[config.mk]
export PLATFORM = sky130hd
export DESIGN_NAME = silly_vector_sequencer
export DESIGN_NICKNAME = d
export VERILOG_FILES = /design/src/rtl/silly_pkg.sv /design/src/rtl/silly_hold_timer.sv /design/src/rtl/silly_vector_sequencer.sv
export SDC_FILE = /design/constraint.sdc
export NUM_CORES = 1
export LEC_CHECK = 0
export CAP_MARGIN = 20
export CORE_MARGIN = 5
export CORE_UTILIZATION = 53
export CTS_CLUSTER_DIAMETER = 120
export DETAILED_ROUTE_END_ITERATION = 16
export GPL_ROUTABILITY_DRIVEN = 0
export GPL_TIMING_DRIVEN = 0
export PLACE_DENSITY = 0.76
export SLEW_MARGIN = 15
export SYNTH_ARGS = -nofsm -noshare
export SYNTH_HDL_FRONTEND = slang
export SYNTH_SLANG_ARGS = --single-unit
[constraint.sdc]
create_clock -name clk -period 2.6 [get_ports clk]
set_input_delay 0.39 -clock clk [delete_from_list [all_inputs] [get_ports clk]]
set_output_delay 0.39 -clock clk [all_outputs]
set_load 0.005 [all_outputs]
[src/rtl/silly_pkg.sv]
// Package shared by the silly vector sequencer and its hold timer.
// Holds the sequencer state type, the default golden response table
// and the sizing constants for the stimulus sweep.
package silly_pkg;

    typedef enum logic [1:0] {
        IDLE  = 2'd0,
        APPLY = 2'd1,
        DONE  = 2'd2
    } seq_state_t;

    // Golden table: bit i is the expected response to vector i = {a,b,c}.
    localparam logic [7:0]  SILLY_EXPECTED = 8'h31;
    localparam int unsigned NUM_VECTORS    = 8;
    localparam logic [2:0]  LAST_VEC       = 3'(NUM_VECTORS - 1);

    // Hold counter width; covers HOLD_CYCLES up to 255.
    localparam int unsigned HOLD_W = 8;

endpackage

[src/rtl/silly_hold_timer.sv]
// Hold timer: counts the cycles the current vector has been applied.
// Ports:
//   clk      rising-edge clock
//   reset_n  asynchronous active-low reset
//   clr      synchronous clear to zero (wins over en)
//   en       count enable
//   last     high while the count equals HOLD_CYCLES-1
module silly_hold_timer
    import silly_pkg::*;
#(
    parameter int unsigned HOLD_CYCLES = 10
) (
    input  logic clk,
    input  logic reset_n,
    input  logic clr,
    input  logic en,
    output logic last
);

    logic [HOLD_W-1:0] cnt_q;

    // NOTE: sequential state is always written with non-blocking (<=)
    // assignments so every flop samples pre-edge values.
    always_ff @(posedge clk or negedge reset_n) begin
        if (!reset_n) begin
            cnt_q <= '0;
        end else if (clr) begin
            cnt_q <= '0;
        end else if (en) begin
            cnt_q <= cnt_q + HOLD_W'(1);
        end
    end

    assign last = (cnt_q == HOLD_W'(HOLD_CYCLES - 1));

endmodule

[src/rtl/silly_vector_sequencer.sv]
// Silly vector sequencer: sweeps the eight 3-bit vectors {a,b,c} into a
// downstream combinational unit, holds each one HOLD_CYCLES cycles, and
// compares the response y_in against the golden table EXPECTED on the
// last cycle of each hold. Results are reported when the sweep ends.
// Ports:
//   clk, reset_n   clock, asynchronous active-low reset
//   start          begin a sweep (ignored while a sweep is running)
//   y_in           response of the unit under test
//   a, b, c        registered stimulus vector, a = MSB
//   busy           sweep in progress
//   done           sweep finished; held until the next start or reset
//   pass           done with no mismatches
//   err_count      number of mismatching vectors
//   fail_mask      bit i set if vector i mismatched
module silly_vector_sequencer
    import silly_pkg::*;
#(
    parameter int unsigned HOLD_CYCLES = 10,
    parameter logic [7:0]  EXPECTED    = SILLY_EXPECTED
) (
    input  logic       clk,
    input  logic       reset_n,
    input  logic       start,
    input  logic       y_in,
    output logic       a,
    output logic       b,
    output logic       c,
    output logic       busy,
    output logic       done,
    output logic       pass,
    output logic [3:0] err_count,
    output logic [7:0] fail_mask
);

    seq_state_t state_q;
    logic [2:0] vec_q;
    logic [2:0] abc_q;
    logic       busy_q;
    logic       done_q;
    logic       pass_q;
    logic [3:0] err_q;
    logic [7:0] mask_q;

    logic       start_acc;
    logic       cmp;
    logic       mismatch;
    logic [3:0] err_d;
    logic [7:0] mask_d;
    logic [2:0] vec_d;
    logic       last;

    // NOTE: every signal driven here gets a default first, so no path
    // leaves a value unassigned and no latch is inferred.
    always_comb begin
        start_acc = 1'b0;
        cmp       = 1'b0;
        mismatch  = 1'b0;
        err_d     = err_q;
        mask_d    = mask_q;
        vec_d     = vec_q + 3'd1;
        if (state_q != APPLY) begin
            start_acc = start;
        end
        if (state_q == APPLY) begin
            cmp = last;
        end
        if (cmp) begin
            mismatch = (y_in != EXPECTED[vec_q]);
        end
        if (mismatch) begin
            err_d          = err_q + 4'd1;
            mask_d[vec_q]  = 1'b1;
        end
    end

    // The timer restarts at each sweep start and after every compare,
    // so each vector gets exactly HOLD_CYCLES cycles.
    silly_hold_timer #(
        .HOLD_CYCLES(HOLD_CYCLES)
    ) u_hold_timer (
        .clk    (clk),
        .reset_n(reset_n),
        .clr    (start_acc | cmp),
        .en     (state_q == APPLY),
        .last   (last)
    );

    always_ff @(posedge clk or negedge reset_n) begin
        if (!reset_n) begin
            state_q <= IDLE;
            vec_q   <= '0;
            abc_q   <= '0;
            busy_q  <= 1'b0;
            done_q  <= 1'b0;
            pass_q  <= 1'b0;
            err_q   <= '0;
            mask_q  <= '0;
        end else begin
            case (state_q)
                APPLY: begin
                    if (cmp) begin
                        err_q  <= err_d;
                        mask_q <= mask_d;
                        if (vec_q != LAST_VEC) begin
                            vec_q <= vec_d;
                            abc_q <= vec_d;
                        end else begin
                            state_q <= DONE;
                            abc_q   <= '0;
                            busy_q  <= 1'b0;
                            done_q  <= 1'b1;
                            pass_q  <= (err_d == 4'd0);
                        end
                    end
                end
                default: begin
                    // IDLE and DONE: wait for start, results stay frozen.
                    if (start_acc) begin
                        state_q <= APPLY;
                        vec_q   <= '0;
                        abc_q   <= '0;
                        busy_q  <= 1'b1;
                        done_q  <= 1'b0;
                        pass_q  <= 1'b0;
                        err_q   <= '0;
                        mask_q  <= '0;
                    end
                end
            endcase
        end
    end

    assign {a, b, c}  = abc_q;
    assign busy       = busy_q;
    assign done       = done_q;
    assign pass       = pass_q;
    assign err_count  = err_q;
    assign fail_mask  = mask_q;

endmodule

==> results.py, run 1 <==
metrics = {
    "status": {
        "status": "complete, no violations",
    },
    "clock_tree": {
        "clock-root-buffer": "clkbuf_4",
        "postCtsHoldBufs": 0,
        "tritoncts": "yes",
        "cts.sinks": 29,
        "htreeDepth": 2,
        "clkTransAtPathRegs_ns": 0.09,
        "ctsResizeCount": 0,
        "postCtsSetupBuffers": 0,
        "numCtsBuffers": 5,
        "clk_latency_ns": 0.33,
        "clockBufferDepth": 2,
    },
    "critical_path": {
        "arrival_ns": 2.61,
        "crit_type": "reg -> reg",
        "crit_required_ns": 2.82,
        "worstPathMaxFanout": 9,
        "critPathLaunchType": "register",
        "worstSetupEndpointType": "register",
    },
    "logic_synthesis": {
        "ys_warn_count": 0,
        "syn-num-nets": 165,
        "ys_top_cells_by_count": "dfrtp_1, nand2_1, nor2_1",
        "synth_cell_type_count": 37,
        "synth_seq_area_share": 0.487,
        "synth_edf_count": 0,
        "synth.top_cell.area_share": 0.487,
        "syn_avg_cell_area_sq_um": 9.62,
        "synthFlopType": "dfrtp_1",
        "yosysMostFrequentCell": "dfrtp_1",
        "yosysTopAreaCell": "dfrtp_1",
        "synthesis.area_sq_um": 1490,
        "synthCells": 155,
        "yosys-top-cells-area": "dfrtp_1, o21ai_0, ha_1, nand2_1, nor2_1",
        "synth-seq-cells": 29,
        "synth-async-reset-ratio": 1.00,
    },
    "floorplan": {
        "std_cell_rows": 19,
        "io_pins": 22,
        "start_util": 0.546,
        "dieArea_sq_um": 3970,
        "core_sq_um": 2730,
        "die_w_um": 63.0,
        "die_h_um": 63.0,
    },
    "routing": {
        "wl_per_cell_um": 15.1,
        "met1Wirelength_mm": 1.57,
        "firstDrtPassIters": 4,
        "wl_met2_mm": 1.46,
        "vias": 1256,
        "drt-total-wl_mm": 3.25,
        "viasPerCell": 5.84,
        "ant_nets": 0,
        "top_layer": "met4",
        "drt-initial-drc-count": 56,
        "drc": 0,
        "met3_length_um": 165,
    },
    "sta": {
        "rsz0062_at_grt": "no",
        "fin_tns_setup_ns": 0,
        "fmax_mhz": 419,
        "drv_slew": 0,
        "slew_headroom": 0.520,
        "post-route-min-period_ns": 2.39,
        "setup_viol": 0,
        "timing.final.crit_share": 0.918,
        "holdWs_ns": 0.0633,
        "worst_slew_pin_slew_ns": 0.715,
        "fin_skew_ns": 0.0109,
        "timing_hold_violations_final": 0,
    },
    "pwr": {
        "vdd_drop_max_mv": 0.690,
        "powerDensity_nw_per_um2": 969,
        "leakagePower_nw": 0.824,
    },
    "grt": {
        "grt_antenna_before_repair": 0,
        "track_usage": 0.185,
        "grt_max_degree": 30,
        "grt_pass1_vias": 1186,
        "grt_pass1_wl_mm": 5.76,
        "grt_remaining_overflow": 0,
    },
    "place": {
        "dp_hpwl_mm": 2.33,
        "numPortBuffers": 21,
        "place_area_sq_um": 1740,
    },
    "layout": {
        "nets": 193,
        "drive_gt1_frac": 0.0761,
        "synthToLayoutAreaGrowth_pct": 21.1,
        "fin_util": 0.660,
        "fin_area_sq_um": 1810,
        "n_antenna_cell": 0,
    },
    "run": {
        "maxCapViolCount": 0,
    },
    "worst_hold_path": {
        "hold_class": "in -> async",
    },
}
## worst paths after layout
path / startpoint / to / slack, ns / cells after the start
max in group asynchronous: reset_n / u_hold_timer.cnt_q[6] / 2.12 / 1
min: reset_n / fail_mask[3] / 0.06 / 1
min reg2reg: abc_q[1] / abc_q[1] / 0.50 / 1
min in group clk: abc_q[1] / abc_q[1] / 0.50 / 1
max: vec_q[1] / err_count[1] / 0.21 / 7
max reg2reg: vec_q[1] / err_count[1] / 0.21 / 7
## through the flow
step	setup WS, ns	power, mW	cells
4_1_cts	0.253	1.77	215
2_1_floorplan	0.635	1.15	155
3_3_place_gp	0.329	1.40	207
5_1_grt	0.0556	1.90	215
6_report	0.212	1.75	215
3_5_place_dp	0.293	1.44	207
## worst max-delay path, stage by stage (launching register included)
cell and delay (ns):
dfrtp_1 0.49, inv_1 0.19, ha_1 0.16, nor2b_1 0.31, nor2_1 0.13, xnor2_1 0.59, o21ai_0 0.16, a32o_1 0.23
## placed cells by master, fill, tap and decap left out, drive strengths merged
cell type      count
o211a              1
o41ai              2
o21ai             17
clkinv             1
and2               1
or4                1
nor2              20
mux2i              2
dfrtp             29
xnor2              6
or3                3
nand2             20
a21oi              1
nor2b              5
nand3b             1
inv                6
buf                3
nand3              2
and4b              1
clkdlybuf4s50     20
ha                 6
clkbuf             8
xor2               1
o41a               1
o21a               3
a21o               2
o31ai              2
nand2b             1
or2b               1
and3               1
nor4b              1
a41oi              6
nand4              1
a32o               1
nor4               1
nor3               5
o2111ai            1
## metal layers
| layer | GRT usage | vias to the layer above |
|---|---|---|
| li1 | - | 605 |
| met1 | 0.247 | 620 |
| met2 | 0.265 | 25 |
| met3 | 0.0647 | 6 |
| met4 | 0.0849 | 0 |
| met5 | 0 | - |
## kinds of logic (layout without fill, tap and decap cells)
| logic type | after synthesis | after routing | share of synthesized area |
|---|---|---|---|
| AND/OR/NAND/NOR | 65 | 65 | 0.211 |
| AO/OA/AOI/OAI | 37 | 37 | 0.169 |
| buffers and inverters | 9 | 38 | 0.0285 |
| adder cells (fa/ha/maj) | 6 | 6 | 0.0503 |
| flip-flops | 29 | 29 | 0.487 |
| XOR/XNOR | 7 | 7 | 0.0411 |
| multiplexers | 2 | 2 | 0.0134 |
## registers in the layout, summed over array words and instances, names as in the netlist
signal,flops
u_hold_timer.cnt_q,8
vec_q,3
pass,1
err_count,4
done,1
abc_q,3
fail_mask,8
state_q,1
## final cells by class
class	instances	area [sq um]
buffer	3	20.0
clock buffer	7	65.1
clock inverter	1	5.00
fill	238	928
inverter	6	22.5
multi-input combinational	117	723
sequential	29	726
tap	31	38.8
timing repair buffer	21	205
## where the power goes
group          switching (mW)  internal (mW)  total [mW]
Combinational           0.338          0.340       0.678
Sequential              0.162          0.593       0.754
Clock                   0.160          0.156       0.317
(Power assumes the default switching activity.)
==> run 2: changes to the inputs <==
MAX_ROUTING_LAYER = met4   (was unset)
==> results.py, run 2 (synthesized netlist as in run 1, its figures left out) <==
metrics = {
    "status": {
        "status": "complete, no violations",
    },
    "critical_path": {
        "critPathTopFamily": "XOR/XNOR gates",
        "cp_cell_sequence": "inv_1, ha_1, nor2b_1, nor2_1, xnor2_1, o21ai_0, a32o_1",
        "crit_type": "reg -> reg",
        "worstSetupEndpointType": "register",
        "worstRegToRegCells": 7,
        "arrival_ns": 2.61,
        "critPathSlowestCell": "xnor2_1",
        "critPathLaunchType": "register",
        "crit_buf_inv": 1,
        "crit_cells": 7,
        "critical_path.max_stage_delay_ns": 0.60,
        "crit_required_ns": 2.82,
        "worstPathMaxFanout": 9,
    },
    "routing": {
        "vias": 1243,
        "drt-total-wl_mm": 3.25,
        "viasPerCell": 5.78,
        "drt-initial-drc-count": 55,
        "wl_per_cell_um": 15.1,
        "drc": 0,
        "ant_nets": 0,
        "firstDrtPassIters": 4,
    },
    "floorplan": {
        "die_h_um": 63.0,
        "start_util": 0.546,
        "dieArea_sq_um": 3970,
        "core_sq_um": 2730,
        "die_w_um": 63.0,
        "std_cell_rows": 19,
        "io_pins": 22,
    },
    "sta": {
        "fmax_mhz": 418,
        "fin_ws_ns": 0.208,
        "setup_viol": 0,
        "worst_slew_pin_slew_ns": 0.715,
        "post-route-min-period_ns": 2.39,
        "timing.final.crit_share": 0.920,
        "fin_skew_ns": 0.0109,
        "timing_hold_violations_final": 0,
        "rsz0062_at_grt": "no",
        "drv_slew": 0,
        "fin_tns_setup_ns": 0,
        "slew_headroom": 0.520,
        "holdWs_ns": 0.0679,
    },
    "grt": {
        "grt_antenna_before_repair": 0,
        "grtUsageMet1": 0.249,
        "grt_pass1_vias": 1190,
        "grt_pass1_wl_mm": 5.76,
        "track_usage": 0.190,
        "grt_use_met3": 0.0612,
        "met2_usage": 0.265,
        "grt_max_degree": 30,
        "busiest_layer": "met2",
        "grt_remaining_overflow": 0,
    },
    "pwr": {
        "vdd_drop_max_mv": 0.690,
        "leakagePower_nw": 0.824,
        "powerDensity_nw_per_um2": 968,
        "power_mw": 1.75,
    },
    "layout": {
        "fin_util": 0.660,
        "drive_gt1_frac": 0.0761,
        "final_cells": 215,
        "nets": 193,
        "n_antenna_cell": 0,
        "fillers": 238,
        "final_cell_mix": "dfrtp_1, nor2_1, nand2_1, clkdlybuf4s50_1, o21ai_0",
        "final_common_cell": "dfrtp_1",
        "synthToLayoutAreaGrowth_pct": 21.1,
        "fin_area_sq_um": 1810,
    },
    "clock_tree": {
        "postCtsSetupBuffers": 0,
        "clockBufferDepth": 2,
        "tritoncts": "yes",
        "clk_latency_ns": 0.33,
        "postCtsHoldBufs": 0,
        "clock-root-buffer": "clkbuf_4",
        "ctsResizeCount": 0,
        "clkTransAtPathRegs_ns": 0.09,
        "htreeDepth": 2,
        "numCtsBuffers": 5,
        "cts.sinks": 29,
    },
    "place": {
        "dp_hpwl_mm": 2.33,
        "place_ws_ns": 0.293,
        "numPortBuffers": 21,
        "dp_cells": 207,
        "place_area_sq_um": 1740,
    },
    "run": {
        "maxCapViolCount": 0,
    },
    "worst_hold_path": {
        "hold_class": "in -> async",
    },
}
[run 2: worst reg2reg max path, delay by kind of cell (launching register included)]
family	cells	cell delay [ns]
flip-flops	1	0.49
buffers and inverters	1	0.19
AND/OR/NAND/NOR	2	0.45
XOR/XNOR	1	0.60
AO/OA/AOI/OAI	2	0.39
adder cells (fa/ha/maj)	1	0.16
[run 2: final timing paths]
| kind | slack [ns] | from | endpoint |
|---|---|---|---|
| setup / recovery | 0.21 | vec_q[1] | err_count[1] |
| hold / removal | 0.07 | reset_n | fail_mask[3] |
| setup reg to reg | 0.21 | vec_q[1] | err_count[1] |
| hold reg to reg | 0.50 | abc_q[1] | abc_q[1] |
| max in group asynchronous | 2.11 | reset_n | u_hold_timer.cnt_q[6] |
| min in group clk | 0.50 | abc_q[1] | abc_q[1] |
[run 2: area by class of cell]
cell class,instances,area [sq um],share of cell area
plain buffers,3,20.0,0.0111
clock buffers,7,65.1,0.0360
clock inverters,1,5.00,0.00277
inverters,6,22.5,0.0125
multi-input cells,117,723,0.401
flip-flops and latches,29,726,0.402
well taps,31,38.8,0.0215
repair buffers,21,205,0.114
[run 2: per-layer routing]
layer	vias up	wire, um
li1	605	-
met1	611	1610
met2	22	1450
met3	5	132
met4	0	52
met5	-	0
[run 2: power breakdown]
group / internal [mW] / total, mW / switching, mW
Combinational: 0.340 / 0.678 / 0.338
Clock: 0.156 / 0.316 / 0.159
Sequential: 0.593 / 0.755 / 0.162
Total: 1.09 / 1.75 / 0.659
